--- config.mk ---
export PLATFORM = sky130hd
export DESIGN_NAME = cpu_control_unit
export DESIGN_NICKNAME = d
export VERILOG_FILES = /design/src/rtl/cpu_control_unit.sv
export SDC_FILE = /design/constraint.sdc
export NUM_CORES = 1
export LEC_CHECK = 0
export ABC_AREA = 1
export CORE_UTILIZATION = 45
export DETAILED_ROUTE_END_ITERATION = 10
export HOLD_SLACK_MARGIN = 0.08
export PLACE_DENSITY_LB_ADDON = 0.05
export RECOVER_POWER = 25
export SLEW_MARGIN = 20
export SYNTH_ARGS = -nofsm -noshare
export SYNTH_HDL_FRONTEND = slang
export SYNTH_SLANG_ARGS = --single-unit
--- constraint.sdc ---
create_clock -name clk -period 2.66 [get_ports clk]
set_clock_uncertainty 0.05 [all_clocks]
set_input_delay 0.798 -clock clk [delete_from_list [all_inputs] [get_ports clk]]
set_output_delay 0.798 -clock clk [all_outputs]
set_load 0.03 [all_outputs]
--- src/rtl/cpu_control_unit.sv ---
// cpu_control_unit: multi-cycle sequencer for the 16-bit CPU core.
// Fetches over a req/ack handshake into the instruction register, waits one cycle for the
// decoder to register its fields, then executes and optionally writes back.
//
// Ports:
//   clk, reset        clock; asynchronous active-high reset
//   imem_req/addr     fetch request and address (= pc), asserted only in FETCH
//   imem_ack/rdata    fetch completion and instruction word
//   ir                instruction register, feeds the decoder
//   opcode, reg_b,    registered decoder fields, consumed in EXEC
//   imm_value
//   zero_flag         ALU zero flag, sampled in EXEC
//   alu_en, alu_op    ALU strobe (EXEC, ALU opcodes) and forwarded opcode (EXEC/WB)
//   rf_we, wb_sel_imm register-file write strobe and source select (WB)
//   pc, halted,       program counter, halt indicator, sticky illegal-opcode flag
//   illegal, state    debug view of the sequencer state
module cpu_control_unit #(
  parameter int unsigned PC_WIDTH = 8
) (
  input  logic                clk,
  input  logic                reset,
  output logic                imem_req,
  output logic [PC_WIDTH-1:0] imem_addr,
  input  logic                imem_ack,
  input  logic [15:0]         imem_rdata,
  output logic [15:0]         ir,
  input  logic [3:0]          opcode,
  input  logic [3:0]          reg_b,
  input  logic [3:0]          imm_value,
  input  logic                zero_flag,
  output logic                alu_en,
  output logic [3:0]          alu_op,
  output logic                rf_we,
  output logic                wb_sel_imm,
  output logic [PC_WIDTH-1:0] pc,
  output logic                halted,
  output logic                illegal,
  output logic [2:0]          state
);

  typedef enum logic [2:0] {
    StStart  = 3'd0,
    StFetch  = 3'd1,
    StDecode = 3'd2,
    StExec   = 3'd3,
    StWb     = 3'd4,
    StHalt   = 3'd5
  } state_e;

  state_e              state_q, state_d;
  logic [PC_WIDTH-1:0] pc_q, pc_d;
  logic [15:0]         ir_q, ir_d;
  logic [3:0]          alu_op_q, alu_op_d;
  logic                illegal_q, illegal_d;

  logic [PC_WIDTH-1:0] pc_inc;
  logic [PC_WIDTH-1:0] imm_sext;

  assign pc_inc   = pc_q + PC_WIDTH'(1);
  assign imm_sext = {{(PC_WIDTH-4){imm_value[3]}}, imm_value};

  always_comb begin
    state_d   = state_q;
    pc_d      = pc_q;
    ir_d      = ir_q;
    alu_op_d  = 4'h0;
    illegal_d = illegal_q;
    unique case (state_q)
      StStart: state_d = StFetch;
      StFetch: begin
        if (imem_ack) begin
          ir_d    = imem_rdata;
          state_d = StDecode;
        end
      end
      // Capture the opcode from ir so alu_op is a flop output throughout EXEC and WB.
      StDecode: begin
        state_d  = StExec;
        alu_op_d = ir_q[15:12];
      end
      StExec: begin
        unique case (opcode)
          4'h0: begin
            pc_d    = pc_inc;
            state_d = StFetch;
          end
          4'h1, 4'h2, 4'h3, 4'h4, 4'h5, 4'h6, 4'h7, 4'h8: begin
            alu_op_d = alu_op_q;
            state_d  = StWb;
          end
          4'h9: begin
            pc_d    = PC_WIDTH'({reg_b, imm_value});
            state_d = StFetch;
          end
          4'hA: begin
            pc_d    = zero_flag ? (pc_inc + imm_sext) : pc_inc;
            state_d = StFetch;
          end
          4'hF: state_d = StHalt;
          default: begin
            illegal_d = 1'b1;
            pc_d      = pc_inc;
            state_d   = StFetch;
          end
        endcase
      end
      StWb: begin
        pc_d    = pc_inc;
        state_d = StFetch;
      end
      StHalt:  state_d = StHalt;
      default: state_d = StStart;
    endcase
  end

  always_ff @(posedge clk or posedge reset) begin
    if (reset) begin
      state_q   <= StStart;
      pc_q      <= '0;
      ir_q      <= '0;
      alu_op_q  <= 4'h0;
      illegal_q <= 1'b0;
    end else begin
      state_q   <= state_d;
      pc_q      <= pc_d;
      ir_q      <= ir_d;
      alu_op_q  <= alu_op_d;
      illegal_q <= illegal_d;
    end
  end

  // Strobes decode only flop outputs, so reset kills them without waiting for an edge.
  assign imem_req   = (state_q == StFetch);
  assign imem_addr  = pc_q;
  assign alu_en     = (state_q == StExec) && (alu_op_q != 4'h0) && !alu_op_q[3];
  assign rf_we      = (state_q == StWb);
  assign wb_sel_imm = (state_q == StWb) && (alu_op_q == 4'h8);

  assign ir      = ir_q;
  assign alu_op  = alu_op_q;
  assign pc      = pc_q;
  assign halted  = (state_q == StHalt);
  assign illegal = illegal_q;
  assign state   = state_q;

endmodule

Word level (Yosys, flattened, before mapping)
Cells that the tools add are included.
{"block": "op_classes", "add_sub_neg": 2, "bitwise_logic": 1, "eq_ne": 20, "reduce_logical": 15, "muxes": 8}
{"op": "$pmux 8 s3", "n": 1}
{"op": "$eq 4x4->1 const B", "n": 5}
{"op": "$eq 4x3->1 const B", "n": 4}
{"op": "$pmux 8 s2", "n": 1}
{"op": "$pmux 3 s5", "n": 1}
{"op": "$reduce_or 12->1", "n": 1}
{"op": "$reduce_or 9->1", "n": 1}
{"op": "$add 8x1->8 const B", "n": 1}
{"op": "$add 8x8->8", "n": 1}
{"op": "$eq 4x2->1 const B", "n": 2}
{"op": "$mux 8", "n": 1}
{"op": "$pmux 4 s2", "n": 1}
{"op": "$reduce_or 8->1", "n": 1}
{"op": "$eq 3x2->1 const B", "n": 2}
{"op": "$eq 3x3->1 const B", "n": 2}
{"op": "$pmux 3 s2", "n": 1}
{"op": "$reduce_and 2->1", "n": 3}
{"op": "$eq 4x1->1 const B", "n": 1}
{"op": "$logic_not 4->1", "n": 1}
{"op": "$mux 4", "n": 1}
{"op": "$ne 2x2->1 const B", "n": 2}
{"op": "$reduce_bool 4->1", "n": 1}
{"op": "$eq 3x1->1 const B", "n": 1}
{"op": "$logic_and 1x1->1", "n": 3}
{"op": "other kinds (7)", "n": 7}
{"block": "word_totals", "elab_cells": 51, "in_bits": 32, "output_inout_bits": 45, "regBits": 32}

Longest topological paths before layout
{"block": "depth", "depth_word": 5, "ltp_mapped": 18, "mapped_depth_nobuf": 18}

Least setup slack after synthesis
OpenSTA, ideal clock, no wires.
{"block": "synth_timing", "path_kind": "register to output", "from": "reg state_q[0] (netlist: state[0])", "to": "out alu_en", "arrival_time_ps": 1780, "path_stages_with_launch": 7, "setup_slack_ps": 32, "t_required_ps": 1812, "path_buffers": 0, "path_cell_list": "dfrtp_1 inv_2 nor2_1 inv_2 nor2_1 inv_1 nor3_1"}
{"block": "synth_between", "elab_chain_cells": 3}
{"element": "start, declared", "line_no": "50", "source": "state_e state_q, state_d;"}
{"element": "start signal, assigned", "line_no": "118", "source": "state_q <= StStart;"}
{"element": "start signal, assigned", "line_no": "124", "source": "state_q <= state_d;"}
{"element": "$eq 3x2->1", "line_no": "135", "source": "assign alu_en = (state_q == StExec) && (alu_op_q != 4'h0) && !alu_op_q[3];"}
{"element": "$logic_and 1x1->1 (2 in series)", "line_no": "135"}
{"element": "end, declared", "line_no": "31", "source": "output logic alu_en,"}
No other way between the ends.

Worst setup path in the final report
{"block": "layout_timing", "from": "reg state_q[0] (netlist: state[0])", "to": "out imem_req"}
{"block": "layout_between", "elab_chain_cells": 1}
{"element": "$eq 3x1->1", "line_no": "133", "source": "assign imem_req = (state_q == StFetch);"}
{"element": "end, declared", "line_no": "22", "source": "output logic imem_req,"}
No other way between the ends.

==> results_dict.tcl <==
set metrics [dict create \
    clockBufferDepth 2 \
    vias 2186 \
    violations "design-rule violations" \
    internal_power_w 0.00208 \
    slew_headroom 0.458 \
    finalCriticalPeriod_ns 2.57 \
    hold_class "reg2reg" \
    p_sw_frac 0.469 \
    antenna_found_initial 0 \
    final_cell_mix "72 x clkdlybuf4s50_1, 63 x nand2_1, 32 x inv_1, 32 x dfrtp_1, 26 x nor2_1" \
    place_area_um2 3040 \
    final.setup.tns_ns 0 \
    powerDensity_nw_per_um2 1240 \
    die_area_um2 5000 \
    final_common_cell "clkdlybuf4s50_1" \
    wl_per_cell_um 12.6 \
    tightest_slew_ns 0.813 \
    crit_type "reg2out" \
    dp_cells 419 \
    start_kind "register" \
    grt_pass1_wl_mm 9.06 \
    ant_nets 0 \
    cp_max_fo 4 \
    drcViolationCount 12 \
    die_w_um 70.7 \
    switchingPower_w 0.00184 \
    fp.dieH_um 70.7 \
    grt_max_degree 33 \
    outcome "complete, but fails checks" \
    synth_top_area_frac 0.377 \
    hold_viol 0 \
    rows 24 \
    synth_edf_count 0 \
    rsz0062_at_grt "true" \
    cp.required_ns 1.81 \
    p_seq_frac 0.224 \
    insertion_delay_ns 0.28 \
    drive_gt1_frac 0.152 \
    setup_viol 0 \
    vias_per_cell 5.12 \
    arrival_ns 1.72 \
    async_flop_share 1.00 \
    synth_fp_nets 322 \
    fin_area_um2 3160 \
    synth_largest_area_cell "dfrtp_1" \
    hold_buffers 0 \
    worst_ir_drop_vdd_mv 0.846 \
    hpwl_mm 4.24 \
    period_share 0.966 \
    power_frac_comb 0.659 \
    n_antenna_cell 0 \
    synth.area.top_cells "dfrtp_1 38%, nand2_1 11%, mux2_1 5.8%" \
    wl_mm 5.37 \
    start_util 0.478 \
    cts_max_level 2 \
    ys.flop_type "dfrtp_1" \
    drv_slew 0 \
    placeableCoreArea_um2 4440 \
    fin_cells 427 \
    clk_root_buffer_cell "clkbuf_8" \
    yosysSeqAreaShare 0.377 \
    clkTransAtPathRegs_ns 0.07 \
    post_cts_buffers 0 \
    dr.first_iter.drc_count 124 \
    max_cap_violations 0 \
    leakage_nw 1.52 \
    area_growth_pct 48.9 \
    netlist_instances 281 \
    firstDrtPassIters 7 \
    syn_area_per_cell_um2 7.56 \
    synth_seq_cells 32 \
    clkSinkCount 32 \
    gp_congestion 0.825 \
    cp-end-kind "output port" \
    tritoncts "done" \
    final_core_util 0.711 \
    io_buffers 76 \
    nets 415 \
    cts_made_buffers 5 \
    yosysWarnings 0 \
    p_clk_frac 0.117 \
    ios 77 \
    grt.overflow.total 0 \
    clock.fmax_mhz 389 \
    synth.distinct_cells 37 \
    grt_pass1_vias 2031 \
    syn_area_um2 2120 \
    track_usage 0.229 \
]
per-layer routing:
| metal | track usage | vias to the layer above | share of wire |
|---|---|---|---|
| met4 | 0.0667 | 0 | 0.013 |
| met1 | 0.310 | 1010 | 0.44 |
| li1 | - | 1096 | - |
| met3 | 0.0513 | 8 | 0.066 |
| met5 | 0 | - | 0 |
| met2 | 0.372 | 72 | 0.48 |
Yosys cell counts (3+ instances only):
| master | count |
|---|---|
| buf_4 | 8 |
| inv_1 | 32 |
| a22oi_1 | 3 |
| o21ai_1 | 4 |
| ha_1 | 8 |
| o22ai_1 | 4 |
| o21ai_0 | 10 |
| nor2_1 | 26 |
| mux2_1 | 11 |
| a21oi_1 | 17 |
| inv_2 | 11 |
| nand2_1 | 64 |
| nand3_1 | 20 |
| dfrtp_1 | 32 |
| xor2_1 | 3 |
power by group through the flow:
stage / Clock [W] / Sequential (W) / Combinational (W)
after CTS: 0.000463 / 0.000882 / 0.00256
after floorplan: 0 / 0.00133 / 0.00117
final: 0.000458 / 0.000880 / 0.00258
after global placement: 0 / 0.000880 / 0.00252
after global routing: 0.000490 / 0.000918 / 0.00281
after detailed placement: 0 / 0.000890 / 0.00255
through the flow:
step / total power (W) / setup slack, ns / hold WS [ns]
final: 0.00392 / 0.0894 / 0.441
after global routing: 0.00422 / -0.0515 / 0.452
after CTS: 0.00391 / 0.0775 / 0.442
after detailed placement: 0.00344 / -0.206 / 0.412
after global placement: 0.00340 / -0.161 / 0.419
after floorplan: 0.00251 / 0.0319 / 0.618
critical path: stages (launching register included):
cell	delay, ns
dfrtp_1	0.40
inv_2	0.07
nor2_1	0.11
inv_2	0.06
nor2_2	0.12
clkdlybuf4s50_1	0.69
registers in the layout (all words and copies together) (netlist names):
register and count:
ir 16, alu_op 4, state 3, illegal 1
imem_addr 8
what timing repair did:
| action | 4_1_cts | 5_1_grt |
|---|---|---|
| endpoints found under the setup margin | 2 | 3 |
| resized for setup | 2 | 8 |
| pin swaps | 0 | 2 |
final timing paths:
path                                    from           end  slack (ns)  cells past startpoint
min in group asynchronous              reset         ir[4]        1.16                      3
worst min register to register         ir[3]         ir[3]        0.44                      1
worst max-delay path                state[0]      imem_req        0.09                      5
worst max register to register  imem_addr[0]  imem_addr[7]        0.28                     17
max in group asynchronous              reset     alu_op[2]        0.90                      3
worst min-delay path                   ir[3]         ir[3]        0.44                      1
layout make-up:
cell class,instances,area (um^2)
inverters,44,165
well taps,52,65.1
repair buffers,98,931
flip-flops and latches,32,801
multi-input cells,193,1090
clock inverters,2,35.0
fillers,375,1280
clock buffers,6,72.6
kinds of logic (layout without fill, tap and decap cells):
family / Yosys count / in the layout / synth area share
AO/OA/AOI/OAI: 46 / 46 / 0.125
XOR/XNOR: 4 / 4 / 0.0165
adder cells (fa/ha/maj): 9 / 9 / 0.0566
buffers and inverters: 56 / 150 / 0.118
flip-flops: 32 / 32 / 0.377
multiplexers: 12 / 12 / 0.0636
AND/OR/NAND/NOR: 122 / 122 / 0.243
No activity file was read; power rests on OpenSTA's default activity.
